## src/rtl/idli_dcd_collect_m.sv

```systemverilog
// Serial instruction collector / pre-decoder: assembles INSN_W-bit instructions from
// DATA_W-bit MSB-first beats and classifies the major opcode into a held output register.
module idli_dcd_collect_m #(
    parameter int unsigned DATA_W = 4,
    parameter int unsigned INSN_W = 16
) (
    input  logic              i_dcd_gck,
    input  logic              i_dcd_rst_n,
    input  logic [DATA_W-1:0] i_dcd_enc,
    input  logic              i_dcd_enc_vld,
    output logic              o_dcd_enc_rdy,
    input  logic              i_dcd_flush,
    output logic              o_dcd_vld,
    input  logic              i_dcd_rdy,
    output logic [INSN_W-1:0] o_dcd_insn,
    output logic [2:0]        o_dcd_cls,
    output logic              o_dcd_ill,
    output logic              o_dcd_busy
);

    localparam int unsigned BEATS = INSN_W / DATA_W;
    localparam int unsigned CW    = (BEATS > 1) ? $clog2(BEATS) : 1;
    localparam logic [CW-1:0] LAST_BEAT = CW'(BEATS - 1);

    typedef enum logic {
        S_IDLE,
        S_COLLECT
    } state_t;

    typedef enum logic [2:0] {
        CLS_NOP_BZ = 3'd0,
        CLS_CMP    = 3'd1,
        CLS_SHIFT  = 3'd2,
        CLS_MEM    = 3'd3,
        CLS_MISC   = 3'd4,
        CLS_ALU    = 3'd5,
        CLS_MOVBR  = 3'd6,
        CLS_ILL    = 3'd7
    } cls_t;

    state_t                r_state;
    logic [CW-1:0]         r_cnt;
    logic [INSN_W-1:0]     r_shift;
    logic                  r_vld;
    logic [INSN_W-1:0]     r_insn;
    cls_t                  r_cls;
    logic                  r_ill;

    logic                  w_last;
    logic                  w_enc_rdy;
    logic                  w_accept;
    logic                  w_load;
    logic [INSN_W+DATA_W-1:0] w_cat;
    logic [INSN_W-1:0]     w_next_shift;
    logic [3:0]            w_opc;
    cls_t                  w_cls;
    logic                  w_ill;

    assign w_last = (r_cnt == LAST_BEAT);

    // Only the final beat needs the output register free; a consumer taking the
    // pending instruction this cycle frees it in time, hence the i_dcd_rdy term.
    assign w_enc_rdy = !(w_last && r_vld && !i_dcd_rdy) && !i_dcd_flush;
    assign w_accept  = i_dcd_enc_vld && w_enc_rdy;
    assign w_load    = w_accept && w_last;

    assign w_cat        = {r_shift, i_dcd_enc};
    assign w_next_shift = w_cat[INSN_W-1:0];
    assign w_opc        = w_next_shift[INSN_W-1 -: 4];

    always_comb begin
        w_cls = CLS_NOP_BZ;
        w_ill = 1'b0;
        case (w_opc)
            4'b0000:                   w_cls = CLS_NOP_BZ;
            4'b0001, 4'b0010, 4'b0011: begin
                w_cls = CLS_ILL;
                w_ill = 1'b1;
            end
            4'b0100, 4'b0101:          w_cls = CLS_CMP;
            4'b0110, 4'b0111:          w_cls = CLS_SHIFT;
            4'b1000, 4'b1001, 4'b1010: w_cls = CLS_MEM;
            4'b1011:                   w_cls = CLS_MISC;
            4'b1100, 4'b1101, 4'b1110: w_cls = CLS_ALU;
            4'b1111:                   w_cls = CLS_MOVBR;
            default:                   w_cls = CLS_NOP_BZ;
        endcase
    end

    always_ff @(posedge i_dcd_gck or negedge i_dcd_rst_n) begin
        if (!i_dcd_rst_n) begin
            r_state <= S_IDLE;
            r_cnt   <= '0;
            r_shift <= '0;
            r_vld   <= 1'b0;
            r_insn  <= '0;
            r_cls   <= CLS_NOP_BZ;
            r_ill   <= 1'b0;
        end else if (i_dcd_flush) begin
            r_state <= S_IDLE;
            r_cnt   <= '0;
            r_vld   <= 1'b0;
        end else begin
            if (w_accept) begin
                r_shift <= w_next_shift;
                if (w_last) begin
                    r_cnt   <= '0;
                    r_state <= S_IDLE;
                end else begin
                    r_cnt   <= r_cnt + CW'(1);
                    r_state <= S_COLLECT;
                end
            end
            if (w_load) begin
                r_vld  <= 1'b1;
                r_insn <= w_next_shift;
                r_cls  <= w_cls;
                r_ill  <= w_ill;
            end else if (r_vld && i_dcd_rdy) begin
                r_vld <= 1'b0;
            end
        end
    end

    assign o_dcd_enc_rdy = w_enc_rdy;
    assign o_dcd_vld     = r_vld;
    assign o_dcd_insn    = r_insn;
    assign o_dcd_cls     = r_cls;
    assign o_dcd_ill     = r_ill;
    assign o_dcd_busy    = (r_state == S_COLLECT);

endmodule

```

## config.mk

```make
export PLATFORM = sky130hd
export DESIGN_NAME = idli_dcd_collect_m
export DESIGN_NICKNAME = d
export VERILOG_FILES = /design/src/rtl/idli_dcd_collect_m.sv
export SDC_FILE = /design/constraint.sdc
export NUM_CORES = 1
export LEC_CHECK = 0
export ABC_AREA = 1
export CAP_MARGIN = 20
export CORE_AREA = 2 2 61 63
export CTS_BUF_LIST = sky130_fd_sc_hd__clkbuf_8
export CTS_CLUSTER_DIAMETER = 200
export DETAILED_ROUTE_END_ITERATION = 8
export DIE_AREA = 0 0 63 65
export PLACE_DENSITY_LB_ADDON = 0.1
export SLEW_MARGIN = 10
export SYNTH_ARGS = -nofsm -noshare
export SYNTH_HDL_FRONTEND = slang
export SYNTH_SLANG_ARGS = --single-unit
export TNS_END_PERCENT = 10
```

## constraint.sdc

```tcl
create_clock -name i_dcd_gck -period 1.5 [get_ports i_dcd_gck]
set_clock_uncertainty 0.15 [all_clocks]
set_input_delay 0.3 -clock i_dcd_gck [delete_from_list [all_inputs] [get_ports i_dcd_gck]]
set_output_delay 0.3 -clock i_dcd_gck [all_outputs]
set_load 0.1 [all_outputs]
```

# Yosys cells after proc, flatten, opt, wreduce, memory -nomap -nowiden
# Index checks and enable logic that the tools add are counted.
dict set report op_classes {
  n_addsub 1
  mul 0
  div 0
  n_lt_le_gt_ge 0
  n_eq_ne 16
  shifts 0
  n_mux 11
  n_bitwise 1
  n_reduce_logical 19
}
# cell n
set ops {}
lappend ops {{== test 4 bit, second input constant} 8}
lappend ops {{case mux 3 bit (8 select lines)} 1}
lappend ops {{== test 4 x 3 -> 1 bit, second input constant} 4}
lappend ops {{OR reduction 3 bit} 3}
lappend ops {{== test 4 x 2 -> 1 bit, second input constant} 2}
lappend ops {{2-to-1 mux 1 bit} 7}
lappend ops {{logical AND 1 bit} 6}
lappend ops {{2-to-1 mux 2 bit} 3}
lappend ops {{== test 4 x 1 -> 1 bit, second input constant} 1}
lappend ops {{logical NOT 4 bit} 1}
lappend ops {{AND reduction 2 bit} 2}
lappend ops {{OR reduction 2 bit} 2}
lappend ops {{logical NOT 1 bit} 3}
lappend ops {{nonzero test 3 bit} 1}
lappend ops {{adder 2 x 1 -> 2 bit, second input constant} 1}
lappend ops {{== test 2 bit, second input constant} 1}
lappend ops {{nonzero test 2 bit} 1}
lappend ops {{inverter 1 bit} 1}
dict set report totals {
  register_bits 36
  latchBits 0
  ram_bits 0
  mem_bits_ro 0
  inputBits 9
  output_inout_bits 23
  word_cells 55
  memories 0
}

# Longest topological paths before layout
# Gate-level depths: netlist (run 1).
dict set report depth {
  ltp_word 9
  ltp_mapped 8
  depth_no_buf 6
}

# Least setup slack after synthesis (run 1)
# No wires, ideal clock.
dict set report synth_timing {
  kind {register to register}
  start {reg r_vld, in the netlist o_dcd_vld}
  end {reg r_cnt[1]}
  setup_ps 75
  arrival_ps 2764
  required_ps 1275
  setup_slack_ps -1488
  path_stages_with_launch 4
  n_path_buf 0
  synth_period_minus_slack_ps 2988
  cell_sequence {dfrtp_1 > a31oi_1 > nand3_1 > nand2_1}
}
dict set report synth_via {
  elab_chain_len 6
}
# element line_no
set synth_rtl {}
lappend synth_rtl {{from (decl)} 44} ;# logic r_vld;
lappend synth_rtl {{from (signal assigned)} 95} ;# r_vld <= 1'b0;
lappend synth_rtl {{from (signal assigned)} 102} ;# r_vld <= 1'b0;
lappend synth_rtl {{from (signal assigned)} 115} ;# r_vld <= 1'b1;
lappend synth_rtl {{logical AND 1 bit (2 in series)} 63} ;# assign w_enc_rdy = !(w_last && r_vld && !i_dcd_rdy) && !i_dcd_flush;
lappend synth_rtl {{logical NOT 1 bit} 63}
lappend synth_rtl {{logical AND 1 bit} 63}
lappend synth_rtl {{named net o_dcd_enc_rdy} 11} ;# output logic o_dcd_enc_rdy,
lappend synth_rtl {{logical AND 1 bit} 64} ;# assign w_accept = i_dcd_enc_vld && w_enc_rdy;
lappend synth_rtl {{nonzero test 2 bit (no source line)} --}
lappend synth_rtl {{to (signal assigned)} 110} ;# r_cnt <= r_cnt + CW'(1);
lappend synth_rtl {{to (decl)} 42} ;# logic [CW-1:0] r_cnt;
# The timed path passes the listed nets, and every way through them passes these cells.
# A chain may end at the register's enable or synchronous reset.

# Worst setup path in the final report (run 1)
dict set report layout_timing {
  start {reg r_cnt[1]}
  end {out o_dcd_enc_rdy}
}
dict set report layout_via {
  elab_chain_len 5
}
# element line_no
set layout_rtl {}
lappend layout_rtl {{== test 2 bit} 59} ;# assign w_last = (r_cnt == LAST_BEAT);
lappend layout_rtl {{logical AND 1 bit (2 in series)} 63}
lappend layout_rtl {{logical NOT 1 bit} 63}
lappend layout_rtl {{logical AND 1 bit} 63}
lappend layout_rtl {{to (decl)} 11}
# Every way passes these cells.

==> key figures, run 1 <==
Run status
  – Status: finished with violations
  – Violated checks: setup timing

Finish
  – Ant diodes: 0
  – Layout Cells excl Fill: about 270
  – Area growth syn-to-layout: 51.8%
  – Layout cells sized above 1: 22.2%
  – Fin nets: 230
  – Final core utilization: ~67%
  – Post-route cell area: ~2300 µm²

Logic synthesis
  – Syn Area/Cell: 8.66 µm²
  – Post-synthesis adder-cell area fraction: less than 1%
  – Cells after Synth: 177
  – Fraction of registers with async set/reset: between 90% and 100%
  – Mapped cell area: about 1500 µm²
  – Main flop type after synthesis: dfrtp_1
  – Post-synth cell types: 16
  – Register area share after synthesis: between 50% and 60%
  – Xor/xnor share of the synthesized area: 0%
  – Number of flops mapped to enable cells by yosys: 0
  – Synth Area in Simple Gates: approximately 26%
  – Net Count, Synth: about 190
  – Most common cell in the netlist: nand2_1
  – Largest family of logic cells by synthesized area: simple AND/OR/NAND/NOR gates
  – Cell taking the most area after synthesis: dfrtp_1
  – Top area cells in the synthesized netlist: dfrtp_1 59%, nand2_1 19%, inv_1 4.7%
  – Share of the synthesized area in the top cell type: 58.8%
  – Mux contribution to synthesized area: 0%
  – Compound-cell area share of the yosys netlist: 5.96%
  – Yosys reg bits: 36
  – Synth warn: 0
  – Commonest cells post-synth: 79 x nand2_1, 36 x dfrtp_1, 19 x inv_1, 14 x o21ai_0, 9 x nand3_1

Floorplanning
  – I/O Pins: 32
  – Die W: around 63 µm
  – Die height: 65 µm
  – Placeable Area: between 3000 and 4000 µm²
  – Initial core utilization: 43.8%
  – Die area: between 4000 and 5000 µm²
  – Row count: 22

Clock network
  – Clk root buf: clkbuf_8
  – TritonCTS Buffers: 5
  – Htree depth: 2
  – TritonCTS Sinks: 36
  – Worst-path clk slew: 0.06 ns
  – Clk buf depth: 2
  – CTS tree: done
  – Clk_lat worst skew: 0.28 ns

Route
  – Vias/cell: 4.67
  – WL/cell: 11.4 µm
  – DR iter-0 viols: 43
  – Total routed wirelength: 3070 µm
  – Vias post-DR: between 1000 and 1500
  – Drt pass-1 iters: 4
  – DR DRC count: 0
  – Antenna-violating nets left: 0

Timing
  – RSZ-0062 raised after global routing: true
  – Slew HR: between 70% and 80%
  – Period utilisation layout: 113%
  – Final WS setup: -0.201 ns
  – Fin. max-slew vios: 0
  – Period minus WS final: around 1.7 ns
  – Final setup fails: 37
  – Final hold vios: 0
  – Least-Margin Pin Slew: between 0.3 and 0.4 ns
  – F_max: 588 MHz

Power
  – P per Cell Area: ~1600 nW/µm²
  – Worst VDD drop: between 0.9 and 1 mV
  – Leakage power: approximately 1.2 nW

GRT
  – Maximum number of pins on one net before global-route repair: 29
  – First-pass GRT wire length: roughly 5800 µm
  – Initial antenna violation count: 0
  – Grt ovf: 0
  – Gr usage total: a little under a fifth
  – Vias in the first global route: approximately 1300

Job
  – Max-Cap Viols: 0

Worst setup path
  – CP Capture Type: output pin
  – Crit path max fanout: 2
  – CP max stage delay: slightly above 0.4 ns
  – WS Path Type: reg -> out
  – Crit-path slowest cell: dfrtp_1
  – Critical-path cell list: ha_4, a31oi_4, buf_12
  – Worst path required time: 1.05 ns
  – Worst Path Arrival: between 1 and 1.5 ns
  – Startpoint types: register

Placement
  – Post-DP HPWL: around 2300 µm
  – RePlAce Congestion: approximately 0.75
  – Placement Cell Area: around 2200 µm²
  – PortBufs: 31
  – Pre-CTS setup slack: -0.245 ns
  – Inst Count DP: 256

Min path
  – Class of the worst hold path: in -> async
## registers in the layout, summed over array words and instances, names as in the netlist
signal,count
o_dcd_cls,3
r_shift,12
o_dcd_ill,1
o_dcd_vld,1
r_cnt,2
o_dcd_insn,16
o_dcd_busy,1
## power breakdown
part           internal [mW]  switching [mW]  total, mW
clock                  0.360           0.312      0.673
combinational          0.635            1.17       1.80
sequential              1.15           0.202       1.35
## through the flow
stage	TNS, ns	power (mW)	hold WS [ns]
5_1_grt	-5.74	4.02	0.334
2_1_floorplan	-0.411	2.43	-0.146
3_5_place_dp	-7.48	3.17	0.0852
4_1_cts	-1.88	3.88	0.325
3_3_place_gp	-5.72	3.14	0.0824
6_report	-2.35	3.83	0.312
## critical path: cells and delay by family, from the launching register on
family                   cells  cell delay, ns
adder cells (fa/ha/maj)      1            0.19
AO/OA/AOI/OAI                1            0.17
flip-flops                   1            0.41
buffers and inverters        1            0.20
## repair_timing
item                       4_1_cts  5_1_grt
pin swaps                        2        0
hold endpoints to repair        13        0
buffers inserted                 4        0
resized for setup                5        1
setup endpoints to repair       12       37
hold buffers                     1        0
## routing by layer
metal / global-route usage [%] / routed length (µm)
met5: 0 / 0
met4: 7.50 / 57
met3: 5.38 / 126
met2: 31.9 / 1610
met1: 21.1 / 1290
## path summary, 6_finish.rpt
path / start / endpoint / slack, ns / cells after the start
worst max-delay path: r_cnt[1] / o_dcd_enc_rdy / -0.20 / 3
max in group asynchronous: i_dcd_rst_n / o_dcd_insn[4] / 0.45 / 3
worst max register to register: r_cnt[1] / o_dcd_insn[13] / -0.10 / 7
min in group i_dcd_gck: r_shift[6] / o_dcd_insn[10] / 0.35 / 2
worst min register to register: r_shift[6] / o_dcd_insn[10] / 0.35 / 2
worst min-delay path: i_dcd_rst_n / o_dcd_insn[10] / 0.31 / 2
## layout make-up
cell class / instances / area, µm²
fill: 294 / 1170
sequential: 36 / 905
timing repair buffer: 43 / 664
multi-input combinational: 114 / 532
clock buffer: 6 / 82.6
inverter: 20 / 75.1
tap: 48 / 60.1
clock inverter: 2 / 7.51
## cell families after synthesis
logic type	Yosys count
and+or+nand+nor	95
DFF	36
buffers and inverters	27
AOI/OAI and AO/OA	18
adders and majority gates	1
## cells in the final DEF, fill, tap and decap left out
cell,count
clkdlybuf4s50_1,7
nand4_1,2
o21ai_0,14
dfrtp_1,35
ha_4,1
nand3_4,1
nand2_1,79
nand3_2,1
dfrtp_4,1
clkbuf_8,6
buf_4,6
nand3_1,9
o21ai_1,2
inv_1,20
nor2_4,1
a21oi_1,1
buf_6,3
buf_12,25
dlygate4sd3_1,1
buf_2,1
a31oi_4,1
inv_2,2
nor2_1,2
(Power assumes the default switching activity.)
==> run 2: changes to the inputs <==
Settings changed: PLACE_DENSITY set to 0.71, PLACE_DENSITY_LB_ADDON 0.1 to not set.
==> run 2 against run 1 <==
  * The run still ends with setup timing left
  * Critical path depth unchanged
  * Critical endpoint unchanged
  * Via count rose by 0.24%
  * Highest routed layer unchanged
  * Sequential power barely moved
  * Combinational power grew 2%
  * Largest power group unchanged
==> key figures, run 2 (same netlist as run 1, synthesis figures left out) <==
GRT
  – Initial antenna violation count: 0
  – Maximum number of pins on one net before global-route repair: 37
  – Grt ovf: 0
  – First-pass GRT wire length: between 5000 and 6000 µm
  – Vias in the first global route: 1221
  – Gr usage total: around 18%

Route
  – Antenna-violating nets left: 0
  – Vias post-DR: 1258
  – DR DRC count: 0
  – Total routed wirelength: between 3000 and 4000 µm
  – Drt pass-1 iters: 5
  – WL/cell: between 10 and 15 µm
  – DR iter-0 viols: 41
  – Vias/cell: 4.66

Finish
  – Post-route cell area: between 2000 and 2500 µm²
  – Area growth syn-to-layout: 57.4%
  – Reg area: ~900 µm²
  – Fin nets: ~230
  – Ant diodes: 0
  – Commonest cells after routing, fill and taps aside: 71 x nand2_1, 35 x dfrtp_1, 26 x buf_12
  – Number of flip-flops under the largest register name: 16
  – Layout cells sized above 1: 28.4%
  – Filler cells: approximately 270
  – Most common cell after layout, fill and taps aside: nand2_1
  – Final core utilization: between 60% and 70%
  – Area of the multi-input gates: roughly 580 µm²

Timing
  – Final setup fails: 37
  – Final WS setup: -0.214 ns
  – Hold WS: 0.320 ns
  – Least-Margin Pin Slew: around 0.31 ns
  – RSZ-0062 raised after global routing: true
  – Fin. max-slew vios: 0
  – Final setup TNS: -4.58 ns
  – Final hold vios: 0
  – Period minus WS final: 1.71 ns
  – Period utilisation layout: 114%
  – Slew HR: between 70% and 80%
  – F_max: 584 MHz

Floorplanning
  – Placeable Area: between 3000 and 4000 µm²
  – Initial core utilization: ~44%
  – Row count: 22
  – I/O Pins: 32
  – Die height: between 60 and 70 µm
  – Die area: ~4100 µm²
  – Die W: around 63 µm

Worst setup path
  – WS Path Type: reg -> out
  – Reg2Reg Depth: 8
  – CP endpoint: o_dcd_enc_rdy
  – Crit path max fanout: 2
  – R2R Setup Slk: -0.16 ns
  – RR Startpoint: r_cnt[1]
  – Worst Path Arrival: around 1.3 ns
  – CP Capture Type: output pin
  – Startpoint types: register
  – Worst path required time: ~1.1 ns
  – Worst Setup SP: r_cnt[1]
  – RR Endpoint: o_dcd_insn[7]

Placement
  – RePlAce Congestion: 0.726
  – PortBufs: 31
  – Placement Cell Area: around 2200 µm²
  – Post-DP HPWL: 2100 µm

Clock network
  – Htree depth: 2
  – Clk buf depth: 2
  – TritonCTS Buffers: 5
  – Clk root buf: clkbuf_8
  – Worst-path clk slew: 0.07 ns
  – TritonCTS Sinks: 36
  – CTS tree: done
  – Clk_lat worst skew: roughly 0.29 ns

Power
  – Leakage power: about 1.2 nW
  – Worst VDD drop: about 1.0 mV
  – P per Cell Area: around 1700 nW/µm²
  – Post-layout total power: approximately 4.0 mW

Job
  – Max-Cap Viols: 0

Min path
  – Class of the worst hold path: in -> reg

Run status
  – Violated checks: setup timing
  – Status: finished with violations
run 2: changes by cell type in the layout (fill, tap and decap cells not counted), sizes merged:
cell / previous run / this run
clkdlybuf4s50: 7 / 6
inv: 22 / 21
clkbuf: 6 / 5
clkinv: 0 / 1
dlygate4sd2: 0 / 1
bufinv: 0 / 1
buf: 35 / 36
run 2: per-stage QoR:
step	worst slack, ns	instances
floorplan	-0.214	177
global placement	-0.209	257
detailed placement	-0.232	257
CTS	-0.212	268
global route	-0.244	270
finish	-0.214	270
run 2: layout make-up:
type / count / area share [%]
clock inverters: 3 / 1.61
repair buffers: 44 / 28.3
well taps: 48 / 2.49
clock buffers: 5 / 2.85
flip-flops and latches: 36 / 37.5
multi-input cells: 114 / 24.1
inverters: 20 / 3.11
run 2: timing repair:
action,4_1_cts,5_1_grt
endpoints found under the setup margin,1,37
hold buffers,1,0
hold endpoints to repair,36,0
pin swaps,2,1
buffers inserted,2,2
gates resized for setup,8,22
run 2: critical path: stages (launching register included):
cell and delay [ns]:
dfrtp_1 0.41, ha_4 0.18, a31oi_4 0.18, buf_12 0.20
run 2: routing by layer:
metal | global-route usage (%) | part of all wire, % | vias to the layer above
li1 | - | - | 631
met1 | 21.3 | 40 | 588
met2 | 29.0 | 52 | 31
met3 | 6.08 | 5.0 | 8
met4 | 7.78 | 2.2 | 0
met5 | 0 | 0 | -
run 2: how the worst min path moves through the flow:
stage           startpoint        endpoint  slack [ns]  depth (start not counted)
3_5_place_dp   i_dcd_rst_n  o_dcd_insn[14]        0.13                          2
3_3_place_gp   i_dcd_rst_n  o_dcd_insn[14]        0.13                          2
2_1_floorplan  i_dcd_rst_n      o_dcd_busy       -0.15                          0
6_report         i_dcd_rdy       o_dcd_vld        0.32                          4
4_1_cts          i_dcd_rdy       o_dcd_vld        0.31                          4
5_1_grt          i_dcd_rdy       o_dcd_vld        0.35                          4
run 2: where the power goes:
group / internal [mW] / switching, mW / leakage, nW
clock network: 0.486 / 0.346 / 0.0593
logic: 0.655 / 1.19 / 0.669
registers: 1.15 / 0.217 / 0.473
total: 2.29 / 1.75 / 1.20
